$ cat config.mk
export PLATFORM = sky130hd
export DESIGN_NAME = lsu_bus_if
export DESIGN_NICKNAME = d
export VERILOG_FILES = /design/src/rtl/lsu_pkg.sv /design/src/rtl/lsu_align.sv /design/src/rtl/lsu_bus_if.sv
export SDC_FILE = /design/constraint.sdc
export NUM_CORES = 1
export LEC_CHECK = 0
export ABC_AREA = 1
export CORE_ASPECT_RATIO = 1.2
export CORE_MARGIN = 2
export CORE_UTILIZATION = 40
export DETAILED_ROUTE_END_ITERATION = 8
export GPL_ROUTABILITY_DRIVEN = 0
export PLACE_DENSITY = 0.67
export SETUP_SLACK_MARGIN = 0.05
export SLEW_MARGIN = 20
export SYNTH_ARGS = -nofsm -noshare
export SYNTH_HDL_FRONTEND = slang
export SYNTH_HIERARCHICAL = 1
export SYNTH_SLANG_ARGS = --single-unit
export TNS_END_PERCENT = 5
$ cat constraint.sdc
create_clock -name clk -period 3.11 [get_ports clk]
set_input_delay 0.4665 -clock clk [delete_from_list [all_inputs] [get_ports clk]]
set_output_delay 0.4665 -clock clk [all_outputs]
set_load 0.05 [all_outputs]
$ cat src/rtl/lsu_pkg.sv
// Shared load/store encodings, FSM state codes and alignment helpers.
// No logic of its own; latency and backpressure belong to the importers.
package lsu_pkg;

  localparam logic [2:0] MODE_B  = 3'b000;
  localparam logic [2:0] MODE_H  = 3'b001;
  localparam logic [2:0] MODE_W  = 3'b010;
  localparam logic [2:0] MODE_BU = 3'b100;
  localparam logic [2:0] MODE_HU = 3'b101;

  typedef logic [1:0] lsu_state_t;
  localparam lsu_state_t IDLE = 2'd0;
  localparam lsu_state_t REQ  = 2'd1;
  localparam lsu_state_t DONE = 2'd2;

  function automatic logic mode_legal(input logic [2:0] mode);
    logic ok;
    case (mode)
      MODE_B, MODE_H, MODE_W, MODE_BU, MODE_HU: ok = 1'b1;
      default:                                  ok = 1'b0;
    endcase
    return ok;
  endfunction

  function automatic logic is_misaligned(input logic [2:0] mode, input logic [1:0] addr_lo);
    logic mis;
    case (mode)
      MODE_H, MODE_HU: mis = addr_lo[0];
      MODE_W:          mis = (addr_lo != 2'b00);
      default:         mis = 1'b0;
    endcase
    return mis;
  endfunction

endpackage

$ cat src/rtl/lsu_align.sv
// Byte-lane steering: store enables/replication and load extraction with extension.
// Purely combinational, zero latency, no flow control.
module lsu_align
  import lsu_pkg::*;
(
  input  logic [2:0]  mode_i,
  input  logic [1:0]  addr_lo_i,
  input  logic [31:0] wdata_i,
  input  logic [31:0] bus_rdata_i,
  output logic [3:0]  be_o,
  output logic [31:0] wdata_o,
  output logic [31:0] rdata_o
);

  logic [7:0]  byte_sel;
  logic [15:0] half_sel;

  always_comb begin
    case (addr_lo_i)
      2'd0:    byte_sel = bus_rdata_i[7:0];
      2'd1:    byte_sel = bus_rdata_i[15:8];
      2'd2:    byte_sel = bus_rdata_i[23:16];
      default: byte_sel = bus_rdata_i[31:24];
    endcase
    half_sel = addr_lo_i[1] ? bus_rdata_i[31:16] : bus_rdata_i[15:0];

    be_o    = 4'h0;
    wdata_o = wdata_i;
    rdata_o = bus_rdata_i;
    case (mode_i)
      MODE_B: begin
        be_o    = 4'b0001 << addr_lo_i;
        wdata_o = {4{wdata_i[7:0]}};
        rdata_o = {{24{byte_sel[7]}}, byte_sel};
      end
      MODE_BU: begin
        be_o    = 4'b0001 << addr_lo_i;
        wdata_o = {4{wdata_i[7:0]}};
        rdata_o = {24'h0, byte_sel};
      end
      MODE_H: begin
        be_o    = 4'b0011 << {addr_lo_i[1], 1'b0};
        wdata_o = {2{wdata_i[15:0]}};
        rdata_o = {{16{half_sel[15]}}, half_sel};
      end
      MODE_HU: begin
        be_o    = 4'b0011 << {addr_lo_i[1], 1'b0};
        wdata_o = {2{wdata_i[15:0]}};
        rdata_o = {16'h0, half_sel};
      end
      MODE_W: begin
        be_o = 4'hF;
      end
      default: begin
        be_o = 4'h0;
      end
    endcase
  end

endmodule

$ cat src/rtl/lsu_bus_if.sv
// Memory-stage load/store to valid/ready bus master; 3 cycles with a zero-wait slave.
// Stalls the pipeline while REQ waits on bus_ready; aborts as a fault after TIMEOUT_CYCLES.
module lsu_bus_if
  import lsu_pkg::*;
#(
  parameter int unsigned TIMEOUT_CYCLES = 255
) (
  input  logic        clk,
  input  logic        rst,
  input  logic        rd_en,
  input  logic        wr_en,
  input  logic [31:0] addr,
  input  logic [2:0]  mem_acc_mode,
  input  logic [31:0] wdata,
  output logic [31:0] rdata,
  output logic        stall_mem,
  output logic        misalign,
  output logic        access_fault,
  output logic        bus_valid,
  output logic        bus_we,
  output logic [31:0] bus_addr,
  output logic [3:0]  bus_be,
  output logic [31:0] bus_wdata,
  input  logic        bus_ready,
  input  logic [31:0] bus_rdata,
  input  logic        bus_err
);

  localparam logic [15:0] TMO_LAST = 16'(TIMEOUT_CYCLES - 1);

  lsu_state_t  state_q, state_d;
  logic [15:0] cnt_q, cnt_d;
  logic [31:0] rdata_q, rdata_d;
  logic        fault_q, fault_d;
  logic        we_q, we_d;
  logic [29:0] addr_q, addr_d;
  logic [1:0]  alo_q, alo_d;
  logic [3:0]  be_q, be_d;
  logic [31:0] wdata_q, wdata_d;
  logic [2:0]  mode_q, mode_d;

  logic        idle, req, legal, mis, req_ok;
  logic [2:0]  al_mode;
  logic [1:0]  al_alo;
  logic [3:0]  al_be;
  logic [31:0] al_wdata, al_rdata;

  // Reset gates the request so every output reads 0 while rst is low.
  assign idle   = (state_q == IDLE);
  assign req    = (rd_en | wr_en) & rst;
  assign legal  = mode_legal(mem_acc_mode);
  assign mis    = is_misaligned(mem_acc_mode, addr[1:0]);
  assign req_ok = idle & req & legal & ~mis;

  // Inputs steer lanes while accepting; the latched request steers load extraction.
  assign al_mode = idle ? mem_acc_mode : mode_q;
  assign al_alo  = idle ? addr[1:0]    : alo_q;

  lsu_align u_align (
    .mode_i      (al_mode),
    .addr_lo_i   (al_alo),
    .wdata_i     (wdata),
    .bus_rdata_i (bus_rdata),
    .be_o        (al_be),
    .wdata_o     (al_wdata),
    .rdata_o     (al_rdata)
  );

  always_comb begin
    state_d = state_q;
    cnt_d   = cnt_q;
    rdata_d = rdata_q;
    fault_d = fault_q;
    we_d    = we_q;
    addr_d  = addr_q;
    alo_d   = alo_q;
    be_d    = be_q;
    wdata_d = wdata_q;
    mode_d  = mode_q;
    unique case (state_q)
      IDLE: begin
        if (req_ok) begin
          we_d    = wr_en;
          addr_d  = addr[31:2];
          alo_d   = addr[1:0];
          be_d    = al_be;
          wdata_d = wr_en ? al_wdata : 32'h0;
          mode_d  = mem_acc_mode;
          cnt_d   = 16'h0;
          fault_d = 1'b0;
          state_d = REQ;
        end
      end
      REQ: begin
        if (bus_ready) begin
          rdata_d = (bus_err | we_q) ? 32'h0 : al_rdata;
          fault_d = bus_err;
          cnt_d   = 16'h0;
          state_d = DONE;
        end else if (cnt_q == TMO_LAST) begin
          rdata_d = 32'h0;
          fault_d = 1'b1;
          cnt_d   = 16'h0;
          state_d = DONE;
        end else if (cnt_q != 16'hFFFF) begin
          cnt_d = cnt_q + 16'd1;
        end
      end
      DONE: begin
        rdata_d = 32'h0;
        fault_d = 1'b0;
        state_d = IDLE;
      end
      default: begin
        state_d = IDLE;
      end
    endcase
  end

  always_ff @(posedge clk or negedge rst) begin
    if (!rst) begin
      state_q <= IDLE;
      cnt_q   <= 16'h0;
      rdata_q <= 32'h0;
      fault_q <= 1'b0;
      we_q    <= 1'b0;
      addr_q  <= 30'h0;
      alo_q   <= 2'b00;
      be_q    <= 4'h0;
      wdata_q <= 32'h0;
      mode_q  <= 3'b000;
    end else begin
      state_q <= state_d;
      cnt_q   <= cnt_d;
      rdata_q <= rdata_d;
      fault_q <= fault_d;
      we_q    <= we_d;
      addr_q  <= addr_d;
      alo_q   <= alo_d;
      be_q    <= be_d;
      wdata_q <= wdata_d;
      mode_q  <= mode_d;
    end
  end

  assign rdata        = rdata_q;
  assign bus_valid    = (state_q == REQ);
  assign stall_mem    = req_ok | bus_valid;
  assign misalign     = idle & req & legal & mis;
  assign access_fault = (idle & req & ~legal) | ((state_q == DONE) & fault_q);
  assign bus_we       = we_q;
  assign bus_addr     = {addr_q, 2'b00};
  assign bus_be       = be_q;
  assign bus_wdata    = wdata_q;

endmodule
==> results.ini <==
[floorplan]
die_w_um=124.5
pin_count=210
rows=52
dieHeight_um=148.6
die-area_sq_um=18490
fp.coreArea_sq_um=16980
initial_core_util_pct=41.02

[synth]
synth_top_area_share_pct=44.19
syn_area_sq_um=6965
synth_edf_count=0
ys_warn_count=6
ys.flop_type=dfrtp_1
synth.area.top_cells=dfrtp_1 44%, nand2_1 20%, o21ai_0 6.5%, nand3_1 5.8%, nor2_1 2.3%
syn_inst=928
ys_seq_area_share_pct=44.19
synth_top_cell_by_area=dfrtp_1
async_flop_share_pct=100.0
ys_seq_elements=123
avgSynthCellArea_sq_um=7.506
synth.distinct_cells=35

[sta]
hold_viol=0
tightest_slew_ps=1001
period_minus_slack_ps=2847
clock-skew-final_ps=8.652
fmax_mhz=351.2
slew_headroom_pct=32.57
rsz0062_at_grt=no
setup_ws_ps=262.7
maxSlewViolCount=0
fin_crit_sh_pct=91.55
tns_ps=0
final-setup-viol-count=0

[worst_setup_path]
r2r_slack_ps=360
startpoint_type=register
ff2ff_path_depth=9
r2r_end=rdata[11]$_DFFE_PN0P_
crit_required_ps=2640
arrival_ps=2380
cp-startpoint=state_q[1]$_DFFE_PN0P_
r2r_start=state_q[0]$_DFFE_PN0P_
path_cells=inv_1, ha_2, nand2_1, nor2_4, nand2_4, o21ai_0, buf_12
cp_slowest_cell=dfrtp_1
cp_max_fo=26
path_class=reg -> out
worst_path_largest_cell_delay_ps=410
crit_end=stall_mem
end_kind=output port

[pwr]
leakagePower_nw=4.488
seqPwrFrac_pct=23.3
sw_frac_of_total_pct=49.92
pwr-share-clk_pct=18.2
ir_worst_vdd_uv=638.2
power_density_nw_per_um2=1139
combinationalPowerShare_pct=58.5
power.switching_mw=5.508
intPower_mw=5.525

[cts]
cts_tree=yes
cts_resized=0
worstSkewPairLatency_ps=420
path_clk_slew_ps=50
cts_hold_buffers=0
cts_buffers=17
clock_sink_count=123
clockBufferDepth=2
root_buffer=clkbuf_16
cts_setup_buffers=0
htreeDepth=4

[place]
dp_slack_ps=229.5
port_buffers=207
dp_hpwl_um=14550
place_area_sq_um=9090

[job]
drv_cap=0

[drt]
routedWlPerCell_um=15.41
drt_first_pass_iters=6
drc=0
antenna_left=0
vias_per_cell=4.999
first_iter_violations=374
routed-via-count=6673
wl_um=20580

[grt]
grt_max_degree=70
grt_pass1_wl_um=33530
grt_use_met1_pct=28.80
met3_usage_pct=5.000
antenna_found_initial=3
grtUsageMet2_pct=37.84
grt-ovfl-total=0
busiest_layer=met2
grt_pass1_vias=6436
grtUsageTotal_pct=22.54

[layout]
mostFrequentLayoutCell=nand2_1
drive_gt1_share_pct=9.473
postLayoutCellArea_sq_um=9689
nFillCells=1580
post-route-util_pct=57.06
seq_area_sq_um=3078
diodes=0
multi_input_area_sq_um=3406
finalNetCount=1218
final_cell_mix=377 x nand2_1, 203 x clkdlybuf4s50_1, 123 x dfrtp_1
synthToLayoutAreaGrowth_pct=39.11

[status]
status=finished clean

[hold_path]
hp-class=in -> async

==> layer usage <==
layer  wire, um  part of all wire (%)
met5         36                  0.17
met4        435                   2.1
met3       1157                   5.6
met2      10210                    50
met1       8737                    42
==> cell families (layout without fill, tap and decap cells) <==
group                    after synthesis  after routing  share of synthesized area (%)
AND/OR/NAND/NOR                      563            563                          36.27
flip-flops                           123            123                          44.19
adder cells (fa/ha/maj)                7              7                          1.257
other                                  1              2                        0.05384
AO/OA/AOI/OAI                        131            131                          9.969
buffers and inverters                 95            285                          7.257
XOR/XNOR                               8              8                          1.006
==> critical path: cells and delay by family, from the launching register on <==
| family | cells | cell delay [ps] |
|---|---|---|
| DFF | 1 | 410 |
| AOI/OAI and AO/OA | 1 | 380 |
| adders and majority gates | 1 | 350 |
| and+or+nand+nor | 3 | 520 |
| buffers and inverters | 2 | 290 |
==> power by group through the flow <==
stage          Sequential (mW)  Clock [mW]  Combinational (mW)
4_1_cts                   2.57        2.04                6.49
3_5_place_dp              2.58           0                6.48
3_3_place_gp              2.58           0                6.45
6_report                  2.57        2.01                6.46
5_1_grt                   2.65        2.10                6.94
2_1_floorplan             4.50           0                2.57
==> state kept, by name, summed over array words and instances, names as in the netlist <==
| signal | count |
|---|---|
| bus_be | 4 |
| alo_q | 2 |
| bus_we | 1 |
| fault_q | 1 |
| rdata | 32 |
| addr_q | 30 |
| mode_q | 3 |
| cnt_q | 16 |
| bus_wdata | 32 |
| state_q | 2 |
==> how the worst min path moves through the flow <==
stage	start	to	slack, ps	depth (start not counted)
floorplan	rst	addr_q[0]$_DFFE_PN0P_	170	0
global placement	addr_q[0]$_DFFE_PN0P_	addr_q[0]$_DFFE_PN0P_	460	2
detailed placement	fault_q$_DFFE_PN0P_	fault_q$_DFFE_PN0P_	470	2
CTS	rst	addr_q[12]$_DFFE_PN0P_	290	2
global route	rst	addr_q[12]$_DFFE_PN0P_	310	2
finish	rst	addr_q[12]$_DFFE_PN0P_	230	2
==> cell usage after synthesis (4+ instances only) <==
master,n
xor2_1,5
nand2_2,15
nor2_2,7
nand3_2,12
buf_6,9
nand2_4,7
o21ai_1,28
nor2_4,7
nand4_1,9
nand2_1,377
inv_1,29
clkbuf_1,16
buf_2,19
buf_4,14
dfrtp_1,123
inv_2,4
nand3_1,81
nor2_1,43
ha_1,7
o21ai_0,90
==> metrics by stage <==
step / hold slack, ps / power (mW) / std cells
after floorplan: 170.9 / 7.076 / 929
after global placement: 462.9 / 9.027 / 1303
after detailed placement: 467.4 / 9.058 / 1303
after CTS: 287.9 / 11.10 / 1335
after global routing: 308.5 / 11.69 / 1335
final: 233.1 / 11.03 / 1335
==> area by class of cell <==
| type | instances | area share (%) |
|---|---|---|
| clock buffer | 24 | 4.972 |
| tap | 216 | 2.789 |
| inverter | 34 | 1.369 |
| timing repair buffer | 219 | 22.77 |
| sequential | 123 | 31.77 |
| multi-input combinational | 711 | 35.15 |
| clock inverter | 8 | 1.188 |
(Power assumes the default switching activity.)
